[src/rtl/rob_pkg.sv]
// Shared reorder-buffer constants and types used by the ROB, decode and the tag scheduler.
package rob_pkg;

    localparam int unsigned ROB_ENTRIES  = 4;
    localparam int unsigned ID_WIDTH     = 2;
    localparam int unsigned FLUSH_CYCLES = 2;

    typedef logic [ID_WIDTH-1:0] rob_id_t;

    typedef enum logic {
        RUN   = 1'b0,
        FLUSH = 1'b1
    } sched_state_t;

endpackage

[src/rtl/rob_tag_scheduler.sv]
// In-order ROB instruction-ID allocator with retirement-order checking and
// exception-driven flush sequencing.
module rob_tag_scheduler
    import rob_pkg::*;
#(
    parameter int unsigned ROB_ENTRIES  = rob_pkg::ROB_ENTRIES,
    parameter int unsigned ID_WIDTH     = rob_pkg::ID_WIDTH,
    parameter int unsigned FLUSH_CYCLES = rob_pkg::FLUSH_CYCLES
) (
    input  logic                clock,
    input  logic                reset,
    input  logic                issue_req,
    output logic                issue_grant,
    output logic [ID_WIDTH-1:0] issue_id,
    output logic                issue_stall,
    input  logic                rob_full,
    input  logic                retire_valid,
    input  logic [ID_WIDTH-1:0] retire_id,
    input  logic                xcpt_valid,
    output logic                invalidate_buffer,
    output logic                flush_pipeline,
    output logic [ID_WIDTH:0]   inflight_count,
    output logic                rob_empty,
    output logic                retire_error
);

    localparam int unsigned FC_W = (FLUSH_CYCLES > 1) ? $clog2(FLUSH_CYCLES) : 1;

    sched_state_t        state_q, state_d;
    logic [ID_WIDTH-1:0] head_q, head_d;
    logic [ID_WIDTH-1:0] tail_q, tail_d;
    logic [ID_WIDTH:0]   count_q, count_d;
    logic [FC_W-1:0]     flush_cnt_q, flush_cnt_d;
    logic                inval_q, inval_d;
    logic                flushp_q, flushp_d;
    logic                err_q, err_d;

    logic                grant;
    logic                retire_ok;

    // Grant/retire qualification; fullness uses the registered count only.
    always_comb begin
        grant     = issue_req && (state_q == RUN)
                    && (count_q < (ID_WIDTH+1)'(ROB_ENTRIES))
                    && !rob_full && !xcpt_valid;
        retire_ok = (state_q == RUN) && retire_valid
                    && (retire_id == tail_q) && (count_q != '0);
    end

    // Next-state logic for pointers, count, flush sequencing and sticky error.
    always_comb begin
        state_d     = state_q;
        head_d      = head_q;
        tail_d      = tail_q;
        count_d     = count_q;
        flush_cnt_d = flush_cnt_q;
        inval_d     = inval_q;
        flushp_d    = 1'b0;
        err_d       = err_q;
        unique case (state_q)
            RUN: begin
                if (retire_valid && !retire_ok) begin
                    err_d = 1'b1;
                end
                if (xcpt_valid) begin
                    // A same-cycle good retire is accepted but its effect is
                    // discarded by the pointer/count clear.
                    state_d     = FLUSH;
                    head_d      = '0;
                    tail_d      = '0;
                    count_d     = '0;
                    inval_d     = 1'b1;
                    flushp_d    = 1'b1;
                    flush_cnt_d = FC_W'(FLUSH_CYCLES - 1);
                end else begin
                    inval_d = 1'b0;
                    if (grant) begin
                        head_d = head_q + ID_WIDTH'(1);
                    end
                    if (retire_ok) begin
                        tail_d = tail_q + ID_WIDTH'(1);
                    end
                    if (grant && !retire_ok) begin
                        count_d = count_q + (ID_WIDTH+1)'(1);
                    end else if (!grant && retire_ok) begin
                        count_d = count_q - (ID_WIDTH+1)'(1);
                    end
                end
            end
            FLUSH: begin
                if (flush_cnt_q == '0) begin
                    state_d = RUN;
                    inval_d = 1'b0;
                end else begin
                    flush_cnt_d = flush_cnt_q - FC_W'(1);
                end
            end
            default: state_d = RUN;
        endcase
    end

    // State register with synchronous active-high reset.
    always_ff @(posedge clock) begin
        if (reset) begin
            state_q     <= RUN;
            head_q      <= '0;
            tail_q      <= '0;
            count_q     <= '0;
            flush_cnt_q <= '0;
            inval_q     <= 1'b0;
            flushp_q    <= 1'b0;
            err_q       <= 1'b0;
        end else begin
            state_q     <= state_d;
            head_q      <= head_d;
            tail_q      <= tail_d;
            count_q     <= count_d;
            flush_cnt_q <= flush_cnt_d;
            inval_q     <= inval_d;
            flushp_q    <= flushp_d;
            err_q       <= err_d;
        end
    end

    // Output mapping.
    always_comb begin
        issue_grant       = grant;
        issue_id          = head_q;
        issue_stall       = issue_req && !grant;
        invalidate_buffer = inval_q;
        flush_pipeline    = flushp_q;
        inflight_count    = count_q;
        rob_empty         = (count_q == '0);
        retire_error      = err_q;
    end

endmodule

[config.mk]
export PLATFORM = sky130hd
export DESIGN_NAME = rob_tag_scheduler
export DESIGN_NICKNAME = d
export VERILOG_FILES = /design/src/rtl/rob_pkg.sv /design/src/rtl/rob_tag_scheduler.sv
export SDC_FILE = /design/constraint.sdc
export NUM_CORES = 1
export LEC_CHECK = 0
export ABC_AREA = 1
export BUFFER_PORTS_ARGS = -buffer_cell sky130_fd_sc_hd__buf_4
export CAP_MARGIN = 10
export CORE_MARGIN = 2
export CORE_UTILIZATION = 48
export CTS_CLUSTER_SIZE = 10
export DETAILED_ROUTE_END_ITERATION = 10
export PLACE_DENSITY = 0.75
export SETUP_SLACK_MARGIN = 0.5
export SYNTH_ARGS = -nofsm -noshare
export SYNTH_HDL_FRONTEND = slang
export SYNTH_SLANG_ARGS = --single-unit
[constraint.sdc]
create_clock -name clock -period 2.2 [get_ports clock]
set_clock_uncertainty 0.2 [all_clocks]
set_input_delay 0.33 -clock clock [delete_from_list [all_inputs] [get_ports clock]]
set_output_delay 0.33 -clock clock [all_outputs]
set_load 0.01 [all_outputs]
After elaboration in Yosys (flattened, before gate mapping)

Index checks and enable logic that the tools add are counted.

Eq/ne operators: 3
$add $sub $neg: 5
Bitwise logic cells: 1
Reductions and logical operators: 25
Order comparisons: 1
Mux-type cells: 15

Operator list:

| kind                                                                | count |
|---|---|
| 1-bit logical AND                                                   | 11 |
| 3-bit 2-to-1 mux                                                    | 3 |
| 2-bit 2-to-1 mux                                                    | 4 |
| 2-bit AND reduction                                                 | 4 |
| 1-bit case mux with 2 select lines                                  | 3 |
| 3-bit nonzero test                                                  | 2 |
| 1-bit 2-to-1 mux                                                    | 5 |
| 2-bit by 1-bit adder with 2-bit output (second input constant)      | 2 |
| 1-bit logical NOT                                                   | 4 |
| 2-bit inequality test (second input constant)                       | 2 |
| 2-bit nonzero test                                                  | 2 |
| 3-bit by 1-bit adder with 3-bit output (second input constant)      | 1 |
| 3-bit logical NOT                                                   | 1 |
| 3-bit less-than comparator (second input constant)                  | 1 |
| 3-bit by 1-bit subtractor with 3-bit output (second input constant) | 1 |
| 2-bit equality test                                                 | 1 |
| 2-bit OR reduction                                                  | 1 |
| 1-bit inverter                                                      | 1 |
| 1-bit subtractor (second input constant)                            | 1 |

Register bits: 12
Logic and storage cells: 58
Output and inout port bits: 11

Longest topological paths before layout

Word-level depth: 10
Mapped depth: 14
Depth with buffers taken out: 14

Least setup slack after synthesis

No wires, ideal clock.

Path type: register -> register
Start point: register count_q[1] (netlist: inflight_count[1])
End point: register count_q[2] (netlist: inflight_count[2])
Stages on the path, launching flop included: 12
Path slack: 0.204 ns
Data arrival time: 1.727 ns
Setup time: 0.070 ns
Path buffers: 0
Required time: 1.930 ns
Cells stage by stage: dfxtp_1 -> inv_1 -> a21oi_4 -> nand2_4 -> nand2_4 -> inv_1 -> fa_1 -> xnor2_1 -> nand3_1 -> nand2_1 -> nand2_1 -> a21oi_1

Longest elaborated chain between the ends: 8
Elaborated cells between the ends (all ways): 17
Those cells by class: add/sub (2); order compare (1); mux (3); reduce/logical (11)

RTL lines:

| what                           | RTL line                 | RTL |
|---|---|---|
| start, declared                | rob_tag_scheduler.sv:32  | `logic [ID_WIDTH:0] count_q, count_d;` |
| start signal, assigned         | rob_tag_scheduler.sv:117 | `count_q <= count_d;` |
| 3-bit less-than comparator     | rob_tag_scheduler.sv:44  | `&& (count_q < (ID_WIDTH+1)'(ROB_ENTRIES))` |
| 1-bit logical AND              | rob_tag_scheduler.sv:44  |  |
| 1-bit logical AND (2 in a row) | rob_tag_scheduler.sv:45  | `&& !rob_full && !xcpt_valid;` |
| 1-bit logical NOT              | rob_tag_scheduler.sv:85  | `end else if (!grant && retire_ok) begin` |
| 1-bit logical AND              | rob_tag_scheduler.sv:85  |  |
| 3-bit nonzero test (no line)   | n/a                      |  |
| 2-bit AND reduction (no line)  | n/a                      |  |

Several ways; a longest one is shown, not always the timed one. The select of a mux whose other input is x is not followed.
A chain may end at the register's enable or synchronous reset.

Final worst setup path

Start point: register state_q
End point: register count_q[2] (netlist: inflight_count[2])

Longest elaborated chain between the ends: 9
Elaborated cells between the ends (all ways): 16
Those cells by class: mux (2); bitwise (1); reduce/logical (13)

RTL lines:

| what                           | RTL line                 | RTL |
|---|---|---|
| start, declared                | rob_tag_scheduler.sv:29  | `sched_state_t state_q, state_d;` |
| start signal, assigned         | rob_tag_scheduler.sv:114 | `state_q <= state_d;` |
| 1-bit inverter (no line) (*)   | n/a                      |  |
| 1-bit logical AND              | rob_tag_scheduler.sv:43  | `grant = issue_req && (state_q == RUN)` |
| 1-bit logical AND              | rob_tag_scheduler.sv:44  |  |
| 1-bit logical AND (2 in a row) | rob_tag_scheduler.sv:45  |  |
| 1-bit logical NOT              | rob_tag_scheduler.sv:85  |  |
| 1-bit logical AND              | rob_tag_scheduler.sv:85  |  |
| 3-bit nonzero test (no line)   | n/a                      |  |
| 2-bit AND reduction (no line)  | n/a                      |  |

Every way passes the cells marked *; elsewhere a longest branch is shown, timed or not.

==> key figures <==
Run status
  – Status: completed

Synth
  – Syn_nets: between 90 and 100
  – Syn. warnings: 0
  – Cell count after synthesis: 86
  – Post-synth top area cell: dfxtp_1
  – Register bit total from synthesis: 12
  – Post-Syn Area per Cell: 7.420 µm²
  – Yosys top cell area share: 0.3765
  – Synth area leaders: dfxtp_1 (38%), nand2_1 (8.8%), inv_1 (7.6%)
  – Synth unique cells: 25
  – Synth Cell Area: 638.1 µm²
  – Post-synthesis sequential area ratio: 0.3765

Clocking
  – Clk sinks: 12
  – Clock buffer depth: 2
  – Cts bufs inserted: 3
  – Clock-pin slew on the worst setup and hold paths: 0.08 ns
  – Root Driver: clkbuf_4
  – CTS tree: built
  – Hold buffers post-CTS: 0
  – Clock insertion delay at the later pin of the skew report: approximately 0.28 ns
  – H-tree depth: 1

Critical path
  – Crit path capture type: flop
  – WP data required: 2.21 ns
  – Cell Chain, Critical Path: nor2_4 > nand2_2 > nor2_4 > nand2_4 > nand2_4 > inv_2 > fa_2 > xnor2_2 > nand3_1 > nand2_1 > nand2_1 > a21oi_1
  – Buf+Inv Stages, Crit Path: 1
  – Crit path kind: flop to flop
  – Start of the worst register-to-register path: state_q$_SDFF_PP0_
  – Critical path's top delay family: simple AND/OR/NAND/NOR gates
  – Crit start category: flop
  – Slowest stage cell, crit path: dfxtp_4
  – Max FO, Critical Path: 2
  – Arrival @ worst endpoint: 1.98 ns
  – Worst path max stage delay: 0.37 ns
  – Worst setup startpoint: state_q$_SDFF_PP0_

Power
  – P per Cell Area: between 600 and 700 nW/µm²
  – Sequential power share: 0.402
  – Clock network fraction of total power: 0.298
  – Sw Ratio: 0.3140
  – Net Switching: 0.0001949 W
  – Combinational share of power: 0.300
  – Internal power: 0.0004258 W
  – Max VDD drop: 0.0004784 V
  – Leak: 0.4933 nW

Placement
  – Pre-CTS WS: approximately 0.03 ns
  – GPL Wtd Cong: 0.8507
  – Hpwl dp: 1185 µm
  – PortBufs: 18

STA
  – Slew headroom: 0.8270
  – Tmin final: 1.969 ns
  – Fmax: 0.5079 GHz
  – Final period utilization: 0.8949
  – Setup slack after layout: 0.2312 ns
  – RSZ-0062 raised after global routing: yes
  – Final hold vios: 0
  – Finish-stage setup viols: 0
  – Max Slew Vio Count: 0
  – Setup_tns: 0 ns
  – Slew @ Worst Pin: 0.2593 ns

Routing
  – DR pass1 iterations: 4
  – Detailed Route Iter0 Violations: 17
  – Vias/cell: between 5 and 6
  – Routed WL: 1804 µm
  – Detail Route Antenna Nets: 0
  – # DRC: 0
  – DR WL/cell: between 10 and 15 µm
  – Routed vias: 727

Min path
  – Worst hold path class: input pin to flop
  – Worst Hold Launch: reset

Cells and area
  – Layout Area Growth over Synthesis: 54.90%
  – Commonest non-fill, non-tap cells in the layout: buf_4 (28), nand2_1 (15), inv_1 (10), nor2_1 (10), dfxtp_1 (7)
  – Final net count: 131
  – Antenna cells: 0
  – Most common cell after layout, fill and taps aside: buf_4
  – Share of layout cells above drive strength 1: 0.4959
  – Filler instances: slightly above 100

GRT
  – GRT Overall Usage: 0.2592
  – First-pass GRT wire length: about 2700 µm
  – Largest net degree at the start of global routing: 8
  – Initial antenna violation count: 0
  – Vias in the first global route: 625
  – GRT overflow: 0

Floorplanning
  – Core area: 1269 µm²
  – I/O pin total: 19
  – # rows: 13
  – Die ar.: 1637 µm²
  – Initial core utilization: 0.5030
  – DIE HEIGHT: 40.46 µm
  – Die Wd: a little over 40 µm

Run
  – Max-Cap Viols: 0
-- sequential cells by signal (all words and copies together) (netlist names) --
register / count
flush_cnt_q: 1
state_q: 1
retire_error: 1
invalidate_buffer: 1
issue_id: 2
flush_pipeline: 1
tail_q: 2
inflight_count: 3
-- final cells by class --
type | count | area, µm² | area share
flip-flops and latches | 12 | 254.0 | 0.2570
multi-input cells | 60 | 380.4 | 0.3848
repair buffers | 31 | 244.0 | 0.2468
clock buffers | 4 | 36.28 | 0.03671
inverters | 14 | 55.05 | 0.05570
well taps | 15 | 18.77 | 0.01899
-- worst paths after layout --
path,depth (start not counted),endpoint,slack (ns)
setup / recovery,12,inflight_count[2]$_SDFFE_PP0P_,0.23
hold / removal,2,inflight_count[1]$_SDFFE_PP0P_,0.05
setup reg to reg,12,inflight_count[2]$_SDFFE_PP0P_,0.23
hold reg to reg,2,retire_error$_SDFFE_PP0P_,0.28
-- routing by layer --
layer | wire (µm) | GRT usage | up-vias
met5 | 0 | 0 | -
met4 | 30 | 0.1583 | 0
met3 | 122 | 0.03889 | 8
met2 | 924 | 0.4683 | 40
met1 | 726 | 0.2770 | 331
li1 | - | - | 348
-- per-stage QoR --
stage | total power, W | area [µm²] | util | cells | hold WS [ns]
CTS | 0.0006087 | 964.7 | 0.7604 | 134 | 0.05687
finish | 0.0006206 | 988.4 | 0.7791 | 136 | 0.05457
global route | 0.0006488 | 988.4 | 0.7791 | 136 | 0.05034
detailed placement | 0.0004034 | 822.0 | 0.6479 | 121 | 0.2609
global placement | 0.0003969 | 822.0 | 0.6479 | 121 | 0.2591
floorplan | 0.0003428 | 653.1 | - | 86 | 0.1851
-- synth_stat cells --
| cell | count |
|---|---|
| a211oi_1 | 1 |
| a21oi_1 | 6 |
| a21oi_2 | 1 |
| a21oi_4 | 1 |
| dfxtp_1 | 12 |
| fa_1 | 1 |
| inv_1 | 13 |
| inv_2 | 1 |
| nand2_1 | 15 |
| nand2_2 | 1 |
| nand2_4 | 2 |
| nand3_1 | 5 |
| nand3_2 | 1 |
| nand3b_1 | 1 |
| nand4_1 | 2 |
| nor2_1 | 12 |
| nor2_2 | 3 |
| nor2_4 | 1 |
| nor3_1 | 1 |
| o211a_1 | 1 |
| o21a_1 | 1 |
| o21ai_0 | 1 |
| o21ai_1 | 1 |
| or2_2 | 1 |
| xnor2_1 | 1 |
-- power by group through the flow --
stage | combinational [W] | sequential, W | clock (W)
final | 0.000186 | 0.000249 | 0.000185
after global routing | 0.000201 | 0.000251 | 0.000196
after CTS | 0.000179 | 0.000248 | 0.000181
after detailed placement | 0.000149 | 0.000255 | 0
after global placement | 0.000142 | 0.000254 | 0
after floorplan | 0.0000849 | 0.000258 | 0
-- what timing repair did --
item                       in CTS  in global routing
resized for setup              10                  3
buffers inserted                9                  2
pin swaps                       6                  3
setup endpoints to repair       4                  4
-- cells by family (layout without fill, tap and decap cells) --
logic type,count (synthesis),in the layout,share of synthesized area
fa+ha+maj,1,1,0.03137
compound gates,13,13,0.1412
flops,12,12,0.3765
buf+inv,14,49,0.08235
xor+xnor,1,1,0.01373
simple gates,45,45,0.3549
Power figures use the tool's default switching activity.
